File: src/rtl/hart_mem_arbiter.sv
`timescale 1ns/1ps
`default_nettype none
// +--------------------------------------------------------------------------+
// | hart_mem_arbiter                                                         |
// | Round-robin arbiter of per-hart memory requests onto one controller port |
// | Revision: 1.0                                                            |
// +--------------------------------------------------------------------------+
module hart_mem_arbiter #(
  parameter int N_HARTS = 2,
  parameter int HW      = 3
) (
  input  logic                   CLK,
  input  logic                   RST,
  input  logic [N_HARTS-1:0]     w_req,
  input  logic [N_HARTS-1:0]     w_we,
  input  logic [32*N_HARTS-1:0]  w_addr,
  input  logic [32*N_HARTS-1:0]  w_wdata,
  input  logic [3*N_HARTS-1:0]   w_ctrl,
  output logic [N_HARTS-1:0]     w_ack,
  output logic [127:0]           w_rdata,
  output logic [N_HARTS-1:0]     w_hart_stall,
  output logic                   w_mem_req,
  output logic                   w_mem_we,
  output logic [31:0]            w_mem_addr,
  output logic [31:0]            w_mem_wdata,
  output logic [2:0]             w_mem_ctrl,
  input  logic                   w_mem_busy,
  input  logic                   w_mem_done,
  input  logic [127:0]           w_mem_rdata,
  output logic [HW-1:0]          w_grant
);

  typedef enum logic [1:0] {
    S_IDLE  = 2'd0,
    S_ISSUE = 2'd1,
    S_WAIT  = 2'd2,
    S_RESP  = 2'd3
  } state_t;

  state_t               r_state;
  logic [HW-1:0]        r_last;
  logic [HW-1:0]        r_grant;
  logic                 r_mem_req;
  logic                 r_mem_we;
  logic [31:0]          r_mem_addr;
  logic [31:0]          r_mem_wdata;
  logic [2:0]           r_mem_ctrl;
  logic [N_HARTS-1:0]   r_ack;
  logic [127:0]         r_rdata;

  // Two priority chains: requesters strictly above r_last first, then wrap to the lowest requester.
  logic [N_HARTS-1:0]   w_above;
  logic [N_HARTS:0]     w_hi_found;
  logic [N_HARTS:0]     w_lo_found;
  logic [HW-1:0]        w_hi_idx   [N_HARTS+1];
  logic [HW-1:0]        w_lo_idx   [N_HARTS+1];
  logic [HW-1:0]        w_pick;
  logic [N_HARTS-1:0]   w_pick_oh;
  logic [N_HARTS-1:0]   w_grant_oh;
  logic [N_HARTS:0]     w_we_acc;
  logic [31:0]          w_addr_acc  [N_HARTS+1];
  logic [31:0]          w_wdata_acc [N_HARTS+1];
  logic [2:0]           w_ctrl_acc  [N_HARTS+1];

  assign w_hi_found[0]  = 1'b0;
  assign w_lo_found[0]  = 1'b0;
  assign w_hi_idx[0]    = '0;
  assign w_lo_idx[0]    = '0;
  assign w_we_acc[0]    = 1'b0;
  assign w_addr_acc[0]  = 32'h0;
  assign w_wdata_acc[0] = 32'h0;
  assign w_ctrl_acc[0]  = 3'h0;

  generate
    for (genvar g = 0; g < N_HARTS; g++) begin : g_hart
      localparam logic [HW-1:0] c_idx = HW'(g);
      assign w_above[g]      = (c_idx > r_last);
      assign w_hi_found[g+1] = w_hi_found[g] | (w_req[g] & w_above[g]);
      assign w_hi_idx[g+1]   = (!w_hi_found[g] && w_req[g] && w_above[g]) ? c_idx : w_hi_idx[g];
      assign w_lo_found[g+1] = w_lo_found[g] | w_req[g];
      assign w_lo_idx[g+1]   = (!w_lo_found[g] && w_req[g]) ? c_idx : w_lo_idx[g];

      assign w_pick_oh[g]    = (w_pick == c_idx);
      assign w_grant_oh[g]   = (r_grant == c_idx);

      // AND-OR select of the winner's request fields; losers are masked out.
      assign w_we_acc[g+1]    = w_we_acc[g] | (w_pick_oh[g] & w_we[g]);
      assign w_addr_acc[g+1]  = w_addr_acc[g]  | (w_pick_oh[g] ? w_addr[32*g +: 32]  : 32'h0);
      assign w_wdata_acc[g+1] = w_wdata_acc[g] | (w_pick_oh[g] ? w_wdata[32*g +: 32] : 32'h0);
      assign w_ctrl_acc[g+1]  = w_ctrl_acc[g]  | (w_pick_oh[g] ? w_ctrl[3*g +: 3]    : 3'h0);
    end
  endgenerate

  assign w_pick = w_hi_found[N_HARTS] ? w_hi_idx[N_HARTS] : w_lo_idx[N_HARTS];

  always_ff @(posedge CLK or posedge RST) begin
    if (RST) begin
      r_state     <= S_IDLE;
      r_last      <= HW'(N_HARTS - 1);
      r_grant     <= '0;
      r_mem_req   <= 1'b0;
      r_mem_we    <= 1'b0;
      r_mem_addr  <= 32'h0;
      r_mem_wdata <= 32'h0;
      r_mem_ctrl  <= 3'h0;
      r_ack       <= '0;
      r_rdata     <= 128'h0;
    end else begin
      r_ack <= '0;
      case (r_state)
        S_IDLE: begin
          if (w_lo_found[N_HARTS]) begin
            r_grant     <= w_pick;
            r_mem_we    <= w_we_acc[N_HARTS];
            r_mem_addr  <= w_addr_acc[N_HARTS];
            r_mem_wdata <= w_wdata_acc[N_HARTS];
            r_mem_ctrl  <= w_ctrl_acc[N_HARTS];
            r_mem_req   <= 1'b1;
            r_state     <= S_ISSUE;
          end
        end
        S_ISSUE: begin
          if (!w_mem_busy) begin
            r_mem_req <= 1'b0;
            r_state   <= S_WAIT;
          end
        end
        S_WAIT: begin
          if (w_mem_done) begin
            r_rdata <= w_mem_rdata;
            r_ack   <= w_grant_oh;
            r_state <= S_RESP;
          end
        end
        S_RESP: begin
          r_last  <= r_grant;
          r_state <= S_IDLE;
        end
        default: r_state <= S_IDLE;
      endcase
    end
  end

  assign w_ack        = r_ack;
  assign w_rdata      = r_rdata;
  assign w_hart_stall = w_req & ~r_ack;
  assign w_mem_req    = r_mem_req;
  assign w_mem_we     = r_mem_we;
  assign w_mem_addr   = r_mem_addr;
  assign w_mem_wdata  = r_mem_wdata;
  assign w_mem_ctrl   = r_mem_ctrl;
  assign w_grant      = r_grant;

endmodule
`default_nettype wire

File: config.mk
export PLATFORM = sky130hd
export DESIGN_NAME = hart_mem_arbiter
export DESIGN_NICKNAME = d
export VERILOG_FILES = /design/src/rtl/hart_mem_arbiter.sv
export SDC_FILE = /design/constraint.sdc
export NUM_CORES = 1
export LEC_CHECK = 0
export CORE_AREA = 2 2 183 185
export DETAILED_ROUTE_END_ITERATION = 10
export DIE_AREA = 0 0 185 187
export GPL_ROUTABILITY_DRIVEN = 0
export PLACE_DENSITY = 0.65
export REMOVE_ABC_BUFFERS = 1
export SLEW_MARGIN = 40
export SYNTH_ARGS = -nofsm -noshare
export SYNTH_HDL_FRONTEND = slang
export SYNTH_SLANG_ARGS = --single-unit
File: constraint.sdc
create_clock -name CLK -period 17.78 [get_ports CLK]
set_clock_uncertainty 0.05 [all_clocks]
set_input_delay 4.445 -clock CLK [delete_from_list [all_inputs] [get_ports CLK]]
set_output_delay 4.445 -clock CLK [all_outputs]
set_load 0.005 [all_outputs]
Word level (Yosys, flattened, before mapping)
Index checks and enable logic that the tools add are counted.
{"block": "classes", "order_cmp": 2, "eq_ne": 8, "muxes": 18, "n_bitwise": 12, "reduce_logical": 13}
{"cell": "32-bit 2-to-1 mux", "n": 4}
{"cell": "32-bit bitwise OR", "n": 2}
{"cell": "2-bit 2-to-1 mux", "n": 5}
{"cell": "2-bit one-hot mux with 4 select lines", "n": 1}
{"cell": "3-bit by 1-bit equality test with 1-bit output, second input constant", "n": 2}
{"cell": "1-bit by 3-bit > comparator with 1-bit output, first input constant", "n": 2}
{"cell": "3-bit zero test", "n": 2}
{"cell": "3-bit 2-to-1 mux", "n": 2}
{"cell": "2-bit != test, second input constant", "n": 3}
{"cell": "3-bit AND reduction", "n": 2}
{"cell": "1-bit 2-to-1 mux", "n": 5}
{"cell": "1-bit AND", "n": 4}
{"cell": "2-bit equality test, second input constant", "n": 2}
{"cell": "2-bit AND reduction", "n": 2}
{"cell": "1-bit logical AND", "n": 3}
{"cell": "1-bit bitwise OR", "n": 3}
{"cell": "3-bit bitwise OR", "n": 1}
{"cell": "2-bit AND", "n": 1}
{"cell": "2-bit by 1-bit equality test with 1-bit output, second input constant", "n": 1}
{"cell": "1-bit zero test", "n": 2}
{"cell": "2-bit zero test", "n": 1}
{"cell": "2-bit inverter", "n": 1}
{"cell": "1-bit one-hot mux with 2 select lines", "n": 1}
{"cell": "2-bit nonzero test", "n": 1}
{"block": "totals", "reg_bits": 207, "inputBits": 270, "word_cells": 63}

Longest topological paths before layout
Gate-level depths: netlist (run 1).
{"block": "logic_depth", "depth_word": 10, "depth_mapped": 8, "ltp_nobuf": 5}

Worst setup path after synthesis (run 1)
No wires, ideal clock.
{"block": "synth_timing", "kind": "input-to-output", "startpoint": "in w_req[0]", "endpoint": "out w_hart_stall[0]", "arrival_ns": 4.576, "setup_slack_ns": 8.709, "path_stages": 1, "path_buffers": 0, "path_cell_list": "nor2b_1"}
{"block": "synth_between", "elab_chain_cells": 1}
{"item": "start: declaration", "line_no": "14", "rtl": "input logic [N_HARTS-1:0] w_req,"}
{"item": "2-bit AND", "line_no": "146", "rtl": "assign w_hart_stall = w_req & ~r_ack;"}
{"item": "end: declaration", "line_no": "21", "rtl": "output logic [N_HARTS-1:0] w_hart_stall,"}
Every way passes these cells.

Worst setup path in the final report (run 1)
Same ends and word-level chain as after synthesis.

==> results of run 1 <==
## layout make-up
class	instances	area share [%]
clock buffers	37	5.17
flip-flops and latches	203	35.9
inverters	4	0.159
diodes	2	0.0354
well taps	448	3.97
multi-input cells	429	20.4
clock inverters	7	0.575
repair buffers	478	33.8
## registers in the layout (all words and copies together), names as in the netlist
register / cells
w_rdata: 128
w_mem_addr: 32
w_mem_wdata: 32
w_mem_ctrl: 3
r_state: 2
w_ack: 2
r_last: 1
w_grant: 1
w_mem_req: 1
w_mem_we: 1
## cell usage in the layout, fill, tap and decap left out, drive strengths merged, types with 2 or more instances in the layout
cell and count:
clkbuf 37, o21ai 2, mux2 130, dfrtp 202, nor2b 2, buf 7, clkinv 4, a21oi 137
inv 6, conb 2, nor2 70, nand2 72, ha 5, diode 2, clkdlybuf4s50 471
## where the power goes
part           internal, mW  switching (mW)
combinational         0.654           0.381
sequential            0.700           0.129
clock                 0.300           0.205
## per-layer routing
metal	global-route usage, %	routed length [um]	up-vias
li1	-	-	3233
met1	19.2	11500	3417
met2	26.6	14000	247
met3	3.82	1840	55
met4	5.65	955	0
met5	0	0	-
## critical path, delay by kind of cell
family,cells,cell delay (ps)
simple gates,1,180
buf+inv,2,1150
## worst min-delay path by stage
stage	to	slack (ps)	cells past startpoint
2_1_floorplan	w_ack[0]	430	1
3_3_place_gp	w_rdata[116]	440	1
3_5_place_dp	w_rdata[83]	440	1
4_1_cts	w_rdata[83]	460	1
5_1_grt	w_rdata[92]	460	1
6_report	w_rdata[83]	450	1
## kinds of logic (layout without fill, tap and decap cells)
logic type,Yosys count,count (layout),synth area share [%]
muxes,130,130,17.8
other,1,4,0.0457
and+or+nand+nor,148,148,7.02
adders and majority gates,5,5,0.762
AOI/OAI and AO/OA,144,144,9.08
DFF,203,203,61.9
buffers and inverters,50,526,3.40
==> out/metrics.yaml, run 1 <==
worst_setup_path:
  required_ps: 13290
  cp-startpoint: "w_req[0]"
  end_kind: "primary output"
  r2r_setup_slack_ps: 15140
  r2r-start: "r_state[0]"
  worst_path_largest_cell_delay_ps: 650
  path_max_fanout: 6
  reg2reg_to: "w_rdata[121]"
  worstPathCellList: "clkdlybuf4s50_1 > nor2b_1 > clkdlybuf4s50_1"
  crit_path_start_kind: "input pin"
  cp.arrival_ps: 5780
  path_class: "input pin to primary output"
  worstRegToRegCells: 5
  crit_top_cell: "clkdlybuf4s50_1"
  critPathSlowestCell: "clkdlybuf4s50_1"
  crit_end: "w_hart_stall[0]"
power:
  cellLeakagePower_nw: 5.87
  p_per_area_nw_per_um2: 168
  ir_drop_mv: 0.116
  p_total_mw: 2.37
route:
  routed_via_density: 4.32
  via_count: 6952
  wl_mm: 28.2
  antenna_left: 0
  dr.pass1.iters: 4
  drt_iter0_drc: 282
  drc: 0
  wl_per_cell_um: 17.6
global_route:
  grt_pass1_wl_mm: 42.2
  grt_max_degree: 81
  grt_overflow: 0
  antenna_found_initial: 2
  first_global_vias: 7132
  grt_usage_pct: 15.7
floorplan:
  coreArea_um2: 32900
  ioPinCount: 474
  rows: 67
  die_h_um: 187
  dieArea_um2: 34600
  die_x_um: 185
  initial_core_util_pct: 25.0
sta:
  setup_viol: 0
  grt_setup_unrepaired: "no"
  worstMarginPinSlew_ps: 814
  slew_headroom_pct: 45.7
  fin_crit_ps: 10280
  fmax_mhz: 97.3
  fin_setup_tns_ps: 0
  holdWs_ps: 450
  fin_crit_sh_pct: 57.8
  hold_viol: 0
  fin_ws_ps: 7500
  slew_viol_final: 0
cts:
  htreeDepth: 1
  cts_tree: "done"
  ctsHoldBuffers: 0
  cts-root-buf: "clkbuf_16"
  clkTransAtPathRegs_ps: 60
  numClockSinks: 203
  clockBufferDepth: 3
  clock_latency_ps: 530
  cts-resized-gates: 0
  cts_setup_buffers: 0
  cts_made_buffers: 25
synth:
  yosysWarnings: 0
  synth_enable_flop_cells: 0
  synthTopCellsByCount: "202 x dfrtp_1, 137 x a21oi_1, 130 x mux2_2, 72 x nand2_1, 70 x nor2_1"
  netlist-cell-type-count: 25
  syn-cell-area_um2: 8210
  ys_top_cells_by_area: "dfrtp_1 62%, mux2_2 18%, a21oi_1 8.3%"
  synthFlopType: "dfrtp_1"
  synth_cells: 681
  yosysSeqAreaShare_pct: 61.9
  synth-seq-cells: 203
  yosysMostFrequentCell: "dfrtp_1"
  netlist.area_leader.share_pct: 61.5
  synth.avg_cell_area_um2: 12.1
  synthArstFlopShare_pct: 100
  synth_top_area_cell: "dfrtp_1"
min_path:
  min_from: "w_rdata[83]"
  holdCritPathClass: "flip-flop to flip-flop"
status:
  status: "finished clean"
placed_design:
  dp_hpwl_mm: 20.2
  numPortBuffers: 471
  placed_area_um2: 13300
  dp_slack_ps: 7500
  placed_cells: 1562
finish:
  drive_above_1_share_pct: 15.9
  utilization_pct: 43.0
  instances_no_fill: 1608
  nets: 1416
  area_growth_pct: 72.1
  fin_area_um2: 14100
  seq_area_um2: 5080
  multi_input_area_um2: 2880
  n_fill_cell: 3157
flow_run:
  cap_violations: 0
No activity file was read; power rests on OpenSTA's default activity.
==> run 2, diff against run 1 <==
--- a/config.mk
+++ b/config.mk
@@ -5,11 +5,11 @@
 export SDC_FILE = /design/constraint.sdc
 export NUM_CORES = 1
 export LEC_CHECK = 0
-export CORE_AREA = 2 2 183 185
+export CORE_AREA = 2 2 186 188
 export DETAILED_ROUTE_END_ITERATION = 10
-export DIE_AREA = 0 0 185 187
+export DIE_AREA = 0 0 188 190
 export GPL_ROUTABILITY_DRIVEN = 0
-export PLACE_DENSITY = 0.65
+export PLACE_DENSITY = 0.66
 export REMOVE_ABC_BUFFERS = 1
 export SLEW_MARGIN = 40
 export SYNTH_ARGS = -nofsm -noshare
==> constraint.sdc (replaced) <==
create_clock -name CLK -period 9.27 [get_ports CLK]
set_clock_uncertainty 0.05 [all_clocks]
set_input_delay 2.3175 -clock CLK [delete_from_list [all_inputs] [get_ports CLK]]
set_output_delay 2.3175 -clock CLK [all_outputs]
set_load 0.005 [all_outputs]
==> out/metrics.yaml, run 2 (synthesized netlist as in run 1, its figures left out) <==
cts:
  clkTransAtPathRegs_ps: 50  # was 60 ps
  cts-resized-gates: 0  # unchanged
  htreeDepth: 1  # unchanged
  cts_tree: "done"  # unchanged
  clock_latency_ps: 520  # was 530 ps
  ctsHoldBuffers: 0  # unchanged
  numClockSinks: 203  # unchanged
  cts_setup_buffers: 0  # unchanged
  cts-root-buf: "clkbuf_16"  # unchanged
  cts_made_buffers: 25  # unchanged
  clockBufferDepth: 3  # unchanged
floorplan:
  coreArea_um2: 33900  # was 32,900 um2
  rows: 68  # was 67
  die_h_um: 190  # was 187 um
  ioPinCount: 474  # unchanged
  initial_core_util_pct: 24.2  # was 25.0%
  dieArea_um2: 35700  # was 34,600 um2
  die_x_um: 188  # was 185 um
sta:
  fmax_mhz: 167
  setup_viol: 0  # unchanged
  holdWs_ps: 452  # was 450 ps
  hold_viol: 0  # unchanged
  fin_crit_ps: 6000
  slew_viol_final: 0  # unchanged
  fin_crit_sh_pct: 64.7
  worstMarginPinSlew_ps: 825  # was 814 ps
  slew_headroom_pct: 45.0  # was 45.7%
  grt_setup_unrepaired: "no"  # unchanged
  fin_setup_tns_ps: 0  # unchanged
finish:
  nets: 1416  # unchanged
  largest_reg_flops: 128  # unchanged
  instances_no_fill: 1614  # was 1,608
  utilization_pct: 41.7  # was 43.0%
  layout_common_cells: "471 x clkdlybuf4s50_1, 202 x dfrtp_1, 137 x a21oi_1"  # unchanged
  final_common_cell: "clkdlybuf4s50_1"  # unchanged
  drive_above_1_share_pct: 16.0  # was 15.9%
  area_growth_pct: 72.3  # was 72.1%
  antenna_cells: 0  # was 2
power:
  cellLeakagePower_nw: 5.87  # about the same
  ir_drop_mv: 0.331  # was 0.116 mV
  p_per_area_nw_per_um2: 322  # was 168 nW/um2
worst_setup_path:
  critPathSlowestCell: "clkdlybuf4s50_1"  # unchanged
  worstRegToRegCells: 5  # unchanged
  crit_path_start_kind: "input pin"  # unchanged
  r2r-start: "r_state[0]"  # unchanged
  path_class: "input pin to primary output"  # unchanged
  path_max_fanout: 6  # unchanged
  cp_num_buf_inv: 2  # unchanged
  critPathTopFamily: "buffers and inverters"  # unchanged
  r2r_setup_slack_ps: 6700  # was 15,140 ps
  end_kind: "primary output"  # unchanged
  worst_path_largest_cell_delay_ps: 650  # about the same
  crit_top_cell: "clkdlybuf4s50_1"  # unchanged
  cp.arrival_ps: 3630  # was 5780 ps
  worstPathCellList: "clkdlybuf4s50_1 > nor2b_1 > clkdlybuf4s50_1"  # unchanged
  required_ps: 6900  # was 13,290 ps
  reg2reg_to: "w_rdata[12]"  # was w_rdata[121]
route:
  wl_per_cell_um: 17.3  # was 17.6 um
  routedLengthMet1_mm: 11.4  # was 11.5 mm
  drt_iter0_drc: 233  # was 282
  antenna_left: 0  # unchanged
  via_count: 6963  # was 6,952
  wl_mm: 28.0  # was 28.2 mm
  highest_layer: "met5"  # was met4
  dr.pass1.iters: 4  # unchanged
  routed_via_density: 4.31  # was 4.32
  dr_wl_met2_mm: 13.8  # was 14.0 mm
  drc: 0  # unchanged
  dr_wl_met3_mm: 1.73  # was 1.84 mm
min_path:
  min_from: "w_rdata[126]"  # was w_rdata[83]
  whs_path_depth: 1  # unchanged
  whs_endpoint: "w_rdata[126]"  # was w_rdata[83]
  holdCritPathClass: "flip-flop to flip-flop"  # unchanged
global_route:
  first_global_vias: 7233  # was 7,132
  grt_pass1_wl_mm: 42.1  # was 42.2 mm
  grt_usage_pct: 14.9  # was 15.7%
  antenna_found_initial: 1  # was 2
  grt_max_degree: 92  # was 81
  grt_overflow: 0  # unchanged
status:
  status: "finished clean"  # unchanged
placed_design:
  numPortBuffers: 471  # unchanged
  dp_hpwl_mm: 20.2  # about the same
  placed_cells: 1569  # was 1,562
flow_run:
  cap_violations: 0  # unchanged
==> run 2: cell type report <==
cell class                      instances  area [um2]
Tap cell                              455         569
Fill cell                            3245       19800
Clock inverter                          7        75.1
Clock buffer                           38         744
Multi-Input combinational cell        429        2880
Timing Repair Buffer                  478        4770
Inverter                                4        22.5
Sequential cell                       203        5080
==> run 2: how the worst max path moves through the flow <==
stage                         from               to  slack, ps  cells after the start
after floorplan                RST       r_state[0]       1370                      1
after global placement    w_req[0]  w_hart_stall[0]       3260                      3
after detailed placement  w_req[0]  w_hart_stall[0]       3270                      3
after CTS                 w_req[0]  w_hart_stall[0]       3260                      3
after global routing      w_req[0]  w_hart_stall[0]       3220                      3
final                     w_req[0]  w_hart_stall[0]       3270                      3
==> run 2: worst reg2reg max path: cells and delay by family, from the launching register on <==
kind / cells / cell delay (ps)
adders and majority gates: 1 / 270
buffers and inverters: 2 / 720
DFF: 1 / 370
muxes: 1 / 520
and+or+nand+nor: 1 / 520
==> run 2: per-stage QoR <==
| step | area [um2] | setup WS, ps | total power [mW] |
|---|---|---|---|
| finish | 14100 | 3270 | 4.55 |
| global route | 14100 | 3220 | 4.83 |
| floorplan | 7950 | 1370 | 2.36 |
| CTS | 14100 | 3260 | 4.62 |
| detailed placement | 13300 | 3270 | 3.61 |
| global placement | 13300 | 3260 | 3.57 |
==> run 2: metal layers <==
metal  global-route usage, %  vias up
met4                    5.66        2
met5                       0        -
met2                    25.2      239
met3                    3.52       65
li1                        -     3230
met1                    18.5     3427
==> run 2: where the power goes <==
group | switching (mW) | internal, mW | leakage [nW]
clock network | 0.386 | 0.582 | 0.409
registers | 0.252 | 1.34 | 2.36
logic | 0.733 | 1.25 | 3.11
==> edit: new RTL, config.mk and constraints of run 1 <==
Make the reset (`RST`) synchronous in one clocked block.
--- a/src/rtl/hart_mem_arbiter.sv
+++ b/src/rtl/hart_mem_arbiter.sv
@@ -93,7 +93,7 @@
 
   assign w_pick = w_hi_found[N_HARTS] ? w_hi_idx[N_HARTS] : w_lo_idx[N_HARTS];
 
-  always_ff @(posedge CLK or posedge RST) begin
+  always_ff @(posedge CLK) begin
     if (RST) begin
       r_state     <= S_IDLE;
       r_last      <= HW'(N_HARTS - 1);
Function: differs if RST is asserted again (counterexample within 4 cycles, from zero or initial values and one cycle with RST high); with RST held inactive, the same outputs for 4 cycles.
==> edit against run 1 <==
Power decreased by 30%; wire length increased by 4.7%; synthesized area decreased by 6.3%; critical path depth unchanged; register-to-register slack improved by 170 ps; sequential share of layout area decreased by 6.0 points; sequential cell count unchanged; setup slack improved by 26 ps; clock power increased by 4.4%; cell area decreased by 4.1%.
==> edit: results (changes against run 1) <==
\begin{tabular}{lr}
\hline
Metric & Value \\
\hline
\multicolumn{2}{l}{\textbf{CTS}} \\
\quad Clock latency at the later pin of the worst-skew pair & 510 ps (-20 ps) \\
\multicolumn{2}{l}{\textbf{Global routing}} \\
\quad Overall fraction of global-route tracks in use & 16.20\% (+0.53 points) \\
\quad Global routing met3 resource utilization & 7.126\% (+3.3 points) \\
\quad Number of global-route vias before repair & 8385 (+18\%) \\
\quad Maximum number of pins on one net before global-route repair & 118 (+46\%) \\
\quad First-pass GRT wire length & 44870 µm (+6.3\%) \\
\quad Global Route met2 Usage & 28.75\% (+2.2 points) \\
\multicolumn{2}{l}{\textbf{Finish}} \\
\quad Final Util & 41.24\% (-1.8 points) \\
\quad Antenna diode count & 0 (-2) \\
\quad Buffer share of cell area & 35.27\% (+1.5 points) \\
\quad Fraction of area in multi-input gates & 24.17\% (+3.8 points) \\
\quad Number of fill cells in the layout & 3341 (+5.8\%) \\
\quad Final Instance Count excl. Fillers & 1863 (+16\%) \\
\quad Share of post-route cells with drive strength above 1 & 4.664\% (-11 points) \\
\quad Layout multi-input combinational cell count & 688 (+60\%) \\
\quad Clock buffers and inverters, area share & 6.361\% (+0.62 points) \\
\quad Clock Buffer Count & 34 (-8.1\%) \\
\quad FF+latch count & 203 (unchanged) \\
\multicolumn{2}{l}{\textbf{Placed design}} \\
\quad Total cell area at the placement stage & 12690 µm² (-4.7\%) \\
\quad Placed wire-length estimate after detailed placement & 20620 µm (+2.2\%) \\
\quad Number of placed cells counting well taps & 1820 (+17\%) \\
\multicolumn{2}{l}{\textbf{Synth}} \\
\quad Most numerous cell types in the synthesized netlist & sky130\_fd\_sc\_hd\_\_nand2\_1 (325), sky130\_fd\_sc\_hd\_\_dfxtp\_1 (203), sky130\_fd\_sc\_hd\_\_a21oi\_1 (197), sky130\_fd\_sc\_hd\_\_nor2\_1 (70), sky130\_fd\_sc\_hd\_\_a211oi\_1 (59) \\
\quad Prevailing post-synth register cell & sky130\_fd\_sc\_hd\_\_dfxtp\_1 \\
\quad Largest cells by area after synthesis & sky130\_fd\_sc\_hd\_\_dfxtp\_1 (53\%), sky130\_fd\_sc\_hd\_\_nand2\_1 (16\%), sky130\_fd\_sc\_hd\_\_a21oi\_1 (13\%) \\
\quad Async SR Flop Fraction & 0\% (-100 points) \\
\quad Syn Inst Count & 978 (+44\%) \\
\multicolumn{2}{l}{\textbf{Power}} \\
\quad Pwr Density & 122.6 nW/µm² (-27\%) \\
\quad Part of the power in the clock network & 31.6\% (+10 points) \\
\quad Leakage component of the power & 4.849 nW (-17\%) \\
\multicolumn{2}{l}{\textbf{Status}} \\
\quad Result of the run & complete, no violations \\
\multicolumn{2}{l}{\textbf{Routing}} \\
\quad Highest routed metal layer & met5 \\
\quad Met3 WL & 3508 µm (+91\%) \\
\quad 1st-iter DRT viols & 328 (+16\%) \\
\quad Routed length on met1 & 11330 µm (-1.3\%) \\
\multicolumn{2}{l}{\textbf{Critical path}} \\
\quad Data arrival at the endpoint of the critical path & 5760 ps (-20 ps) \\
\hline
\end{tabular}
edit: changes by cell type after synthesis, sizes merged, moves of 2 or more:
cell / before / now
a211oi: 0 / 69
a21oi: 137 / 197
buf: 41 / 32
clkbuf: 5 / 53
dfrtp: 202 / 0
dfxtp: 0 / 203
mux2: 130 / 0
nand2: 72 / 325
nand2b: 1 / 4
nor3b: 0 / 2
edit: cell families after synthesis:
| kind of cell | share of synthesized area (%) |
|---|---|
| AOI/OAI and AO/OA | 21.16 |
| adders and majority gates | 0.6501 |
| buffers and inverters | 5.055 |
| DFF | 52.79 |
| muxes | 0.1300 |
| other | 0.04871 |
| and+or+nand+nor | 20.17 |
edit: path summary, 6_finish.rpt:
check / startpoint / end / slack, ps / cells after the start
worst min-delay path: w_rdata[127] / w_rdata[127] / 400 / 2
worst min register to register: w_rdata[127] / w_rdata[127] / 400 / 2
worst max register to register: r_state[0] / w_rdata[73] / 15310 / 6
worst max-delay path: w_req[0] / w_hart_stall[0] / 7530 / 3
